## src/rtl/game_pkg.sv

```systemverilog
// Shared types and constants for the Sudoku game session controller.
//   game_state_t : session state, encoded as driven on the state output
//   SCORE_W/TIMER_W : display widths of score and elapsed-seconds timer
//   NUM_W/DEN_W  : operand widths of the score divider
//   DEF_*        : default grace period, time limit and full score
package game_pkg;

    typedef enum logic [1:0] {
        IDLE     = 2'd0,
        RUNNING  = 2'd1,
        PAUSED   = 2'd2,
        FINISHED = 2'd3
    } game_state_t;

    localparam int SCORE_W = 8;
    localparam int TIMER_W = 12;
    localparam int NUM_W   = 18;
    localparam int DEN_W   = TIMER_W;
    localparam int CNT_W   = 5;

    localparam int DEF_GRACE_S   = 60;
    localparam int DEF_LIMIT_S   = 1800;
    localparam int DEF_MAX_SCORE = 100;

endpackage

```

## src/rtl/game_timer_ctrl_score_div.sv

```systemverilog
// Iterative restoring unsigned divider, one quotient bit per cycle.
//   clk_50MHz, rst_n : clock, asynchronous active-low reset
//   start            : load num/den and begin (ignored while abort is high)
//   abort            : drop any division in flight
//   num, den         : dividend (NUM_W bits) and divisor (DEN_W bits)
//   busy             : a division is in flight
//   done             : high in the last iteration cycle; quo is valid then
//   quo              : quotient, valid while done is high
// The result is taken on the edge that ends the done cycle, 18 cycles after
// the start edge. A new start may be accepted in the done cycle.
module score_div
    import game_pkg::*;
(
    input  logic             clk_50MHz,
    input  logic             rst_n,
    input  logic             start,
    input  logic             abort,
    input  logic [NUM_W-1:0] num,
    input  logic [DEN_W-1:0] den,
    output logic             busy,
    output logic             done,
    output logic [NUM_W-1:0] quo
);

    logic [NUM_W-1:0] q_reg;
    logic [DEN_W-1:0] rem;
    logic [DEN_W-1:0] den_reg;
    logic [CNT_W-1:0] cnt;

    logic [DEN_W:0]   trial;
    logic [DEN_W:0]   diff;
    logic             fits;
    logic [DEN_W-1:0] rem_next;
    logic [NUM_W-1:0] q_next;

    // The partial remainder is always below den, so trial < 2*den and the
    // sign bit of trial-den is a reliable "does not fit" flag.
    always_comb begin
        trial    = {rem, q_reg[NUM_W-1]};
        diff     = trial - {1'b0, den_reg};
        fits     = ~diff[DEN_W];
        rem_next = fits ? diff[DEN_W-1:0] : trial[DEN_W-1:0];
        q_next   = {q_reg[NUM_W-2:0], fits};
    end

    assign done = busy && (cnt == CNT_W'(1));
    assign quo  = q_next;

    always_ff @(posedge clk_50MHz or negedge rst_n) begin
        if (!rst_n) begin
            q_reg   <= '0;
            rem     <= '0;
            den_reg <= '0;
            cnt     <= '0;
            busy    <= 1'b0;
        end else if (abort) begin
            cnt  <= '0;
            busy <= 1'b0;
        end else if (start) begin
            q_reg   <= num;
            rem     <= '0;
            den_reg <= den;
            cnt     <= CNT_W'(NUM_W);
            busy    <= 1'b1;
        end else if (busy) begin
            q_reg <= q_next;
            rem   <= rem_next;
            cnt   <= cnt - CNT_W'(1);
            if (cnt == CNT_W'(1)) begin
                busy <= 1'b0;
            end
        end
    end

endmodule

```

## src/rtl/game_timer_ctrl.sv

```systemverilog
// Sudoku game session controller: session FSM, 1 s prescaler, elapsed-seconds
// timer and score computation with a final-score handshake.
//   clk_50MHz, rst_n     : clock, asynchronous active-low reset
//   start, pause, finish : one-cycle command pulses
//   timer                : elapsed seconds (saturates at LIMIT_S)
//   score, score_valid   : current score; valid low while a division runs
//   state                : 0 IDLE, 1 RUNNING, 2 PAUSED, 3 FINISHED
//   done                 : one-cycle pulse, final score valid in FINISHED
module game_timer_ctrl
    import game_pkg::*;
#(
    parameter int CLK_HZ    = 50000000,
    parameter int GRACE_S   = DEF_GRACE_S,
    parameter int LIMIT_S   = DEF_LIMIT_S,
    parameter int MAX_SCORE = DEF_MAX_SCORE
) (
    input  logic               clk_50MHz,
    input  logic               rst_n,
    input  logic               start,
    input  logic               pause,
    input  logic               finish,
    output logic [TIMER_W-1:0] timer,
    output logic [SCORE_W-1:0] score,
    output logic               score_valid,
    output logic [1:0]         state,
    output logic               done
);

    localparam int PRE_W = (CLK_HZ > 1) ? $clog2(CLK_HZ) : 1;
    localparam logic [PRE_W-1:0] PRE_LAST = PRE_W'(CLK_HZ - 1);

    game_state_t      st;
    logic [PRE_W-1:0] presc;
    logic             div_req;    // timer moved into the divided range, not yet launched
    logic             done_wait;  // in FINISHED, final score not yet announced

    logic             tick_now;
    logic             timeout;
    logic             new_game;
    logic             div_start;
    logic             div_abort;
    logic             div_busy;
    logic             div_done;
    logic [NUM_W-1:0] div_quo;
    logic [NUM_W-1:0] t_excess;
    logic [NUM_W-1:0] div_num;
    logic [SCORE_W-1:0] score_calc;

    assign state = st;

    // finish and pause take the cycle; a coinciding tick is lost.
    assign tick_now  = (st == RUNNING) && (presc == PRE_LAST) && !pause && !finish;
    assign timeout   = tick_now && (timer == TIMER_W'(LIMIT_S - 1));
    assign new_game  = start && ((st == IDLE) || (st == FINISHED));
    assign div_abort = new_game || timeout;
    // A queued request relaunches in the same cycle the previous result lands.
    assign div_start = div_req && (!div_busy || div_done) && !div_abort;

    assign t_excess = NUM_W'(timer) - NUM_W'(GRACE_S);
    assign div_num  = t_excess * NUM_W'(MAX_SCORE);
    assign score_calc = (div_quo >= NUM_W'(MAX_SCORE)) ? '0
                      : SCORE_W'(MAX_SCORE) - div_quo[SCORE_W-1:0];

    score_div u_div (
        .clk_50MHz (clk_50MHz),
        .rst_n     (rst_n),
        .start     (div_start),
        .abort     (div_abort),
        .num       (div_num),
        .den       (DEN_W'(LIMIT_S - GRACE_S)),
        .busy      (div_busy),
        .done      (div_done),
        .quo       (div_quo)
    );

    always_ff @(posedge clk_50MHz or negedge rst_n) begin
        if (!rst_n) begin
            st          <= IDLE;
            presc       <= '0;
            timer       <= '0;
            score       <= SCORE_W'(MAX_SCORE);
            score_valid <= 1'b1;
            done        <= 1'b0;
            div_req     <= 1'b0;
            done_wait   <= 1'b0;
        end else begin
            done <= 1'b0;

            // Divider bookkeeping; FSM assignments below take precedence.
            if (div_done) begin
                score <= score_calc;
            end
            if (div_start) begin
                div_req     <= 1'b0;
                score_valid <= 1'b0;
            end else if (div_done) begin
                score_valid <= 1'b1;
            end

            case (st)
                IDLE, FINISHED: begin
                    if (start) begin
                        st          <= RUNNING;
                        presc       <= '0;
                        timer       <= '0;
                        score       <= SCORE_W'(MAX_SCORE);
                        score_valid <= 1'b1;
                        div_req     <= 1'b0;
                        done_wait   <= 1'b0;
                    end else if (st == FINISHED && done_wait && score_valid
                                 && !div_busy && !div_req) begin
                        done      <= 1'b1;
                        done_wait <= 1'b0;
                    end
                end
                RUNNING: begin
                    if (finish) begin
                        st        <= FINISHED;
                        done_wait <= 1'b1;
                    end else if (pause) begin
                        st <= PAUSED;
                    end else if (presc == PRE_LAST) begin
                        presc <= '0;
                        timer <= timer + TIMER_W'(1);
                        if (timeout) begin
                            st          <= FINISHED;
                            score       <= '0;
                            score_valid <= 1'b1;
                            div_req     <= 1'b0;
                            done_wait   <= 1'b1;
                        end else if (timer >= TIMER_W'(GRACE_S)) begin
                            div_req <= 1'b1;
                        end
                    end else begin
                        presc <= presc + PRE_W'(1);
                    end
                end
                PAUSED: begin
                    if (finish) begin
                        st        <= FINISHED;
                        done_wait <= 1'b1;
                    end else if (pause) begin
                        st <= RUNNING;
                    end
                end
                default: st <= IDLE;
            endcase
        end
    end

endmodule

```

## config.mk

```make
export PLATFORM = sky130hd
export DESIGN_NAME = game_timer_ctrl
export DESIGN_NICKNAME = d
export VERILOG_FILES = /design/src/rtl/game_pkg.sv /design/src/rtl/game_timer_ctrl_score_div.sv /design/src/rtl/game_timer_ctrl.sv
export SDC_FILE = /design/constraint.sdc
export NUM_CORES = 1
export LEC_CHECK = 0
export CAP_MARGIN = 20
export CORE_UTILIZATION = 50
export DETAILED_ROUTE_END_ITERATION = 12
export HOLD_SLACK_MARGIN = 0.02
export MAX_ROUTING_LAYER = met4
export PLACE_DENSITY_LB_ADDON = 0.2
export SETUP_SLACK_MARGIN = 0.5
export SLEW_MARGIN = 5
export SYNTH_ARGS = -nofsm -noshare
export SYNTH_HDL_FRONTEND = slang
export SYNTH_HIERARCHICAL = 1
export SYNTH_SLANG_ARGS = --single-unit
```

## constraint.sdc

```tcl
create_clock -name clk_50MHz -period 3.6 [get_ports clk_50MHz]
set_input_delay 0.36 -clock clk_50MHz [delete_from_list [all_inputs] [get_ports clk_50MHz]]
set_output_delay 0.36 -clock clk_50MHz [all_outputs]
set_load 0.03 [all_outputs]
```

==> impl_summary.md, run 1 <==
Logic synthesis
The count of synthesis-stage warnings from yosys is 6. A synthesized cell averages 8.98 µm². The synthesized design contains 0 enable-type register cells.

The share of synthesized registers carrying an async set or reset is 1.00. Counting flops and latches in the post-synthesis netlist gives 100. The cell count after synthesis came out at 807. The count of distinct cell types in the synthesized netlist is 79. Among all flip-flop cells after synthesis, the most frequent one is dfrtp_1.

The share of the Yosys chip area taken by registers is 0.346. Summing every instance area after synthesis gives 7250 µm².

Route
The first routing iteration left 376 violations. The detail route stage leaves a number of antenna-violating nets equal to 0. In the routed design, unresolved DRC markers number 0.

After detailed routing, the total wire length is 16200 µm. The routed layout has 5844 vias. The post-detailed-route wirelength per cell is 15.6 µm. In the routed layout, each cell is associated on average with a via count of 5.61. The first TritonRoute pass finished after 5 iterations.

Global routing
The initial antenna violation count was 0. The overall overflow remaining after global route is 0. Entering global routing, the biggest net connects 58 pins.

The via count of the first global-routing pass came to 5738. Across every metal layer, demand over resource in global routing totals 0.243. The first global-routing pass estimated 27800 µm of wire.

Floorplanning
The floorplan step set the die height to 122 µm. The area inside the core boundary is 14000 µm². The die covers 15000 µm². The number of I/O pins is 29. The initial utilization of the core area, before any placement, comes to 0.518.

From left edge to right edge, the die measures 122 µm. The initialized floorplan defines 43 standard-cell rows.

Placement
The sum of net half-perimeters after detailed placement is 12000 µm. Routability-driven placement finished with a final weighted congestion of 0.893. The number of buffers inserted by port buffering is 28.

Including well taps, the total number of placed cells is 1000.

Job
The number of max-cap violations is 0.

Hold path
The worst hold path belongs to the class in -> async.

Layout
In the final design database the tool counted 929 nets. The number of flip-flops under the largest register name is 26. The number of antenna diodes in the final layout is 0. The count of non-filler cells in the finished layout is 1041. Measured on the finished design, the core utilization comes to 0.614. Of the cells placed in the final design, the portion with a size suffix greater than 1 is 0.181. The layout-stage area growth over the synthesis result is 18.5%.

Clock network
The later pin in the worst-skew pair is clocked with a latency of 360 ps. After clock tree synthesis, the clock-pin slew on the worst setup and hold paths is 70 ps. Counting every sink on the clock net gives 100. The number of hold buffers added after CTS was 0.

The root buffer selected by CTS is clkbuf_16. The number of buffers added by the clock tree synthesis step is 9. The number of buffers on the longest clock path is 2. The H-tree generated during clock tree synthesis spans 3 levels. The clock tree from TritonCTS is yes.

Pwr
The cell area power density is 405 nW/µm². The sequential fraction of design power is 0.373. The share of total power consumed by net switching is 0.352.

The leakage component of the power is 0.00380 µW. The internal power is 2260 µW. The net switching component of the power is 1230 µW. The share of total power in the clock network is 0.308. VDD sags by at most 280 µV. Of the total power, combinational logic draws 0.320.

Timing
The max-slew violation count is 0. The post-route fraction of the period consumed by the critical path is 1.01. On the final layout, the worst clock skew is 10.3 ps. After layout, the minimum clock period comes to 3620 ps.

The aggregate negative setup slack is -18.4 ps. Setup repair after global routing could not meet its margin everywhere. Headroom to the max-slew limit came out at 0.503. The number of endpoints with negative hold slack in the final report is 0. The peak clock frequency supported by timing is 276 MHz. The final count of negative-setup-slack endpoints is 1. Once routing completed, OpenROAD measured the worst setup slack at -18.4 ps. For the pin with the worst max-slew slack, the measured transition is 746 ps.

Worst setup path
At the worst endpoint, the arrival time is 3900 ps. The number of buffers and inverters on the critical path is 2. For the worst setup path, the data required time is 3880 ps. The kind of critical path is reg -> reg. The family with the most delay on the worst path is adder cells. For this design, the slowest cell found on the critical path is fa_1. The endpoint class of the critical path is a flop. The largest fanout of any net on the critical path is 6.

The worst setup path is launched from a flop. The largest single stage delay on the critical path is 490 ps. The signal on the critical path passes through ha_4 -> and3_4 -> nor3_4 -> xor2_2 -> ha_1 -> ha_1 -> inv_2 -> fa_1 -> inv_2 -> ha_4 -> nor3_4 -> o211ai_1 -> a31o_2 -> a21oi_2 -> xnor2_1 -> mux2i_1 -> o21ai_1.

Status
The final reports fail on negative setup slack. The run finished, with violations left.
per-layer routing:
| metal | routed length, µm | vias up | track usage |
|---|---|---|---|
| met5 | 0 | - | - |
| met4 | 134 | 0 | 0.0518 |
| met3 | 602 | 15 | 0.0469 |
| met2 | 8160 | 110 | 0.409 |
| met1 | 7330 | 2854 | 0.302 |
| li1 | - | 2865 | - |
final cells by class:
type                       count  area (µm²)
sequential                   100        2510
timing repair buffer          81         699
fill                        1162        5400
inverter                      69         272
clock inverter                 6        98.8
tap                          180         225
clock buffer                  10         229
multi-input combinational    595        4550
power groups by stage:
stage	Clock (µW)	Combinational [µW]	Sequential, µW
4_1_cts	1090	1070	1290
3_5_place_dp	0	1040	1310
3_3_place_gp	0	1010	1310
2_1_floorplan	0	729	1350
6_report	1070	1110	1300
5_1_grt	1140	1230	1310
kinds of logic (layout without fill, tap and decap cells):
kind of cell             count (synthesis)  in the layout  synth area share
flip-flops                             100            100             0.346
multiplexers                            24             24            0.0335
AO/OA/AOI/OAI                          153            153             0.142
buffers and inverters                  124            166            0.0798
other                                    2             14           0.00104
AND/OR/NAND/NOR                        273            273             0.192
adder cells (fa/ha/maj)                 68             68             0.129
XOR/XNOR                                63             63            0.0762
Yosys cell counts, drive strengths merged, types with 4 or more instances:
cell | instances | area share
nor2b | 5 | 0.0043
a21oi | 32 | 0.026
nand2b | 7 | 0.0060
ha | 57 | 0.098
clkbuf | 26 | 0.013
a21o | 7 | 0.0073
nand3 | 28 | 0.021
o311ai | 6 | 0.0073
mux2i | 22 | 0.030
and3 | 11 | 0.0095
fa | 11 | 0.030
nand2 | 82 | 0.043
xor2 | 31 | 0.037
o21ai | 58 | 0.040
nor3 | 14 | 0.011
o21a | 4 | 0.0041
nand4 | 16 | 0.014
inv | 68 | 0.035
nor4 | 11 | 0.010
buf | 29 | 0.031
xnor2 | 32 | 0.039
o31ai | 5 | 0.0052
and4 | 7 | 0.0086
dfstp | 4 | 0.015
or3 | 10 | 0.0095
o211ai | 4 | 0.0048
a32oi | 4 | 0.0048
nor2 | 61 | 0.032
dfrtp | 96 | 0.33
per-stage QoR:
stage	worst slack, ps	hold slack [ps]	cell area [µm²]	total power (µW)
finish	-18.4	63.4	8590	3480
global route	-205	140	8590	3690
CTS	-25.1	106	8480	3460
detailed placement	-29.2	471	7890	2350
global placement	39.1	473	7890	2320
floorplan	57.1	64.4	7500	2080
path summary, 6_finish.rpt:
| check | startpoint | to | slack (ps) | depth (start not counted) |
|---|---|---|---|---|
| max | timer[3]$_DFFE_PN0P_ | u_div/q_reg[16]$_DFFE_PN0P_ | -20 | 17 |
| min | rst_n | u_div/q_reg[13]$_DFFE_PN0P_ | 60 | 1 |
| max reg2reg | timer[3]$_DFFE_PN0P_ | u_div/q_reg[16]$_DFFE_PN0P_ | -20 | 17 |
| min reg2reg | done_wait$_DFFE_PN0P_ | done_wait$_DFFE_PN0P_ | 500 | 1 |
| max in group asynchronous | rst_n | u_div/cnt[0]$_DFFE_PN0P_ | 2830 | 2 |
| min in group clk_50MHz | done_wait$_DFFE_PN0P_ | done_wait$_DFFE_PN0P_ | 500 | 1 |
cell usage in the layout, fill, tap and decap left out, drive strengths merged, types with 4 or more instances in the layout:
cell type	n
inv	69
mux2i	22
and3	11
nand2	82
nand2b	7
clkdlybuf4s50	27
nor3	14
fa	11
or3	10
clkbuf	10
ha	57
and4	7
o211ai	4
o21ai	58
a21oi	32
dfrtp	96
xor2	31
conb	14
o311ai	6
dfstp	4
nand3	28
nor2	61
a32oi	4
buf	54
nand4	16
nor2b	5
nor4	11
o31ai	5
clkinv	4
a21o	7
o21a	4
xnor2	32
timing repair:
action	4_1_cts	5_1_grt
endpoints found under the setup margin	31	28
pin swaps	30	20
buffers inserted	21	4
gates resized for setup	31	21
(Power assumes the default switching activity.)
==> run 2: changes to the inputs <==
--- a/config.mk
+++ b/config.mk
@@ -5,12 +5,13 @@
 export SDC_FILE = /design/constraint.sdc
 export NUM_CORES = 1
 export LEC_CHECK = 0
+export ABC_AREA = 1
 export CAP_MARGIN = 20
 export CORE_UTILIZATION = 50
 export DETAILED_ROUTE_END_ITERATION = 12
 export HOLD_SLACK_MARGIN = 0.02
-export MAX_ROUTING_LAYER = met4
 export PLACE_DENSITY_LB_ADDON = 0.2
+export REMOVE_ABC_BUFFERS = 1
 export SETUP_SLACK_MARGIN = 0.5
 export SLEW_MARGIN = 5
 export SYNTH_ARGS = -nofsm -noshare
==> impl_summary.md, run 2 <==
Clock network
The root buffer selected by CTS is clkbuf_16. The tree built by TritonCTS fans out to 100 sinks. The number of buffers on the longest clock path is 2. The hold buffer count at CTS is 0. The clock latency on the worst-skew pair is 360 ps. The H-tree depth is 3. The clock transition time at the flip-flop clock pins of the worst setup and hold paths is 80 ps.

The number of buffers added by the clock tree synthesis step is 9. TritonCTS built the clock tree.

Logic synthesis
The count of distinct cell types in the synthesized netlist is 49. Counting flops with an async set or reset pin after synthesis yields a share of 1.00. The fraction of synthesized cell area taken by the top area cell type is 0.302. The synthesized design contains 100 register bits. The number of cells produced by synthesis is 1120.

Yosys attributes the largest share of cell area to dfrtp_1, nand2_1, inv_1. Yosys mapped a number of flops with a built-in enable equal to 0. The most used flip-flop cell after synthesis is dfrtp_1. The dominant cell type by area after synthesis is dfrtp_1.

The most instantiated library cell after synthesis is nand2_1. The per-instance average area after synthesis is 7.11 µm². The share of the Yosys chip area taken by registers is 0.315. By count the netlist is led by nand2_1, inv_1, nor2_1, dfrtp_1, nand3_1. For this run, the number of Yosys warnings is 6. The cell area after technology mapping is 7970 µm².

Layout
In the layout the commonest cells are nand2_1, inv_1, nor2_1. At the end of the flow the core is filled with cells to 0.630. The layout-stage area growth over the synthesis result is 21.5%. Leaving out fill and tap cells, the most frequent cell in the layout is nand2_1. The register with the most flip-flops in the layout has 26 of them.

The fraction of final layout cells with drive strength greater than 1 is 0.189. The net count of the finished layout is 1277. For this run, the number of standard cells in the final layout without fillers is 1420. The antenna diode count is 0.

Floorplanning
The die covers 16400 µm². During I/O placement, the number of pins put on the boundary was 29. The vertical die dimension is 128 µm. The area inside the core boundary is 15400 µm². The number of core rows is 45. For this configuration, the core starts out at a cell density of 0.518. In this run the horizontal extent of the chip is 128 µm.

Placement
In this run, placement finished with an instance count of 1386. Input and output buffers added on the ports amount to 28. The sum of net half-perimeters after detailed placement is 13400 µm. At the end of routability-driven placement, the weighted congestion stood at 0.909. Timing analysis after detailed placement gives a worst setup slack of -205 ps.

Worst setup path
The delay of the slowest cell on the worst path is 500 ps. The endpoint class of the critical path is a flop. For the worst setup path, the data arrival time is 3860 ps. The startpoint type of the worst setup path is a flop. Walking the worst path, the cells encountered are nand4_1 -> o21ai_2 -> xor2_2 -> ha_1 -> ha_1 -> inv_1 -> fa_1 -> inv_2 -> ha_4 -> inv_4 -> nor3_4 -> nand3_1 -> nand3_2 -> inv_2 -> nand2_2 -> nand2_1 -> o211ai_1 -> o21ai_1. The largest fanout of any net on the critical path is 4. STA puts the critical path data required time at 3820 ps. On the critical path, the stage with the largest delay is an instance of fa_1. The setup path with the least slack is of type reg -> reg.

Global routing
After global routing the overflow that remains totals 0. The via count of the first global-routing pass came to 6650. The initial antenna violation count is 0. The global-route wire length before repair is 31500 µm. The total routing usage reported by global routing is 0.241. The maximum number of pins on one net before global-route repair is 67.

Hold path
The min-delay analysis places its worst path in the category in -> async.

Timing
Setup repair after global routing could not meet its margin everywhere. For the pin with the worst max-slew slack, the measured transition is 865 ps. After layout, the minimum clock period comes to 3640 ps. The clock arrives with 12.8 ps of skew.

The number of endpoints with negative hold slack in the final report came to 0. Setup slack on the critical path of the routed design comes to -35.1 ps. The worst hold slack across all endpoints is 109 ps. The final count of negative-setup-slack endpoints is 1. The normalized max-slew margin is 0.423. Dividing the final minimum period by the clock period gives 1.01. The max-slew violation count was 0. The peak clock frequency supported by timing is 275 MHz.

Route
The number of remaining DRC errors is 0. The number of antenna-violating nets in the routed design is 0. The final layout contains routed wiring with a total length of 19500 µm. Dividing the detail-routed wire length by the instance count gives 13.7 µm. The first routing iteration left 453 violations.

The number of search-and-repair iterations in the first detailed-routing pass is 5. Summing over every cut layer, the via total after detailed routing is 7187. Using the TritonRoute via totals, the vias-per-cell ratio works out to 5.06.

Pwr
The completed layout was analyzed and its total power is 9860 µW. The leakage component of the power is 0.00491 µW. The worst-case IR drop observed on VDD is 1030 µV. Dividing total power by cell area gives a power density of 1020 nW/µm².

Status
The final reports fail on negative setup slack. The flow ran to the end, but the final reports show violations.

Job
Max-cap violations in this run came to 0.
-- run 2: logic make-up after synthesis --
kind of cell	share of synthesized area
simple gates	0.291
buf+inv	0.129
compound gates	0.0980
flops	0.315
fa+ha+maj	0.117
xor+xnor	0.0473
other cells	0.000943
mux	0.00141
-- run 2: final timing paths --
check | start | slack (ps) | end | cells after the start
min in group clk_50MHz | done_wait$_DFFE_PN0P_ | 480 | done_wait$_DFFE_PN0P_ | 2
worst max-delay path | timer[3]$_DFFE_PN0P_ | -40 | u_div/q_reg[17]$_DFFE_PN0P_ | 18
worst min register to register | done_wait$_DFFE_PN0P_ | 480 | done_wait$_DFFE_PN0P_ | 2
worst max register to register | timer[3]$_DFFE_PN0P_ | -40 | u_div/q_reg[17]$_DFFE_PN0P_ | 18
worst min-delay path | rst_n | 110 | u_div/rem[7]$_DFFE_PN0P_ | 1
max in group asynchronous | rst_n | 2710 | u_div/q_reg[9]$_DFFE_PN0P_ | 2
-- run 2: what timing repair did --
action	4_1_cts	5_1_grt
resized for setup	77	40
endpoints found under the setup margin	9	12
pin swaps	47	24
setup buffers	15	3
-- run 2: stage by stage --
step                      instance area, µm²  TNS (ps)
final                                   9680     -35.1
after global routing                    9680      -466
after CTS                               9530         0
after detailed placement                8720      -736
after global placement                  8720      -211
after floorplan                         7730      -799
-- run 2: layout make-up --
cell class,instances,area [µm²]
clock buffer,11,243
clock inverter,5,85.1
fill,1340,5690
inverter,200,762
multi-input combinational,788,4940
sequential,100,2510
tap,211,264
timing repair buffer,105,875
-- run 2: per-layer routing --
layer / global-route usage / wire length [µm] / vias up
met1: 0.332 / 9330 / 3340
met4: 0.0657 / 282 / 0
met2: 0.392 / 9150 / 160
li1: - / - / 3662
met3: 0.0363 / 723 / 25
met5: 0 / 0 / -
-- run 2: where the power goes --
part / leakage [µW] / total, µW / internal (µW) / switching, µW
sequential: 0.00121 / 1290 / 1220 / 77.6
combinational: 0.00354 / 7500 / 3360 / 4140
clock: 0.000156 / 1070 / 631 / 435
-- run 2: critical path, delay by kind of cell, from the launching register on --
| family | cells | cell delay, ps |
|---|---|---|
| AO/OA/AOI/OAI | 3 | 570 |
| XOR/XNOR | 1 | 250 |
| adder cells (fa/ha/maj) | 4 | 1320 |
| buffers and inverters | 4 | 180 |
| flip-flops | 1 | 430 |
| AND/OR/NAND/NOR | 6 | 750 |
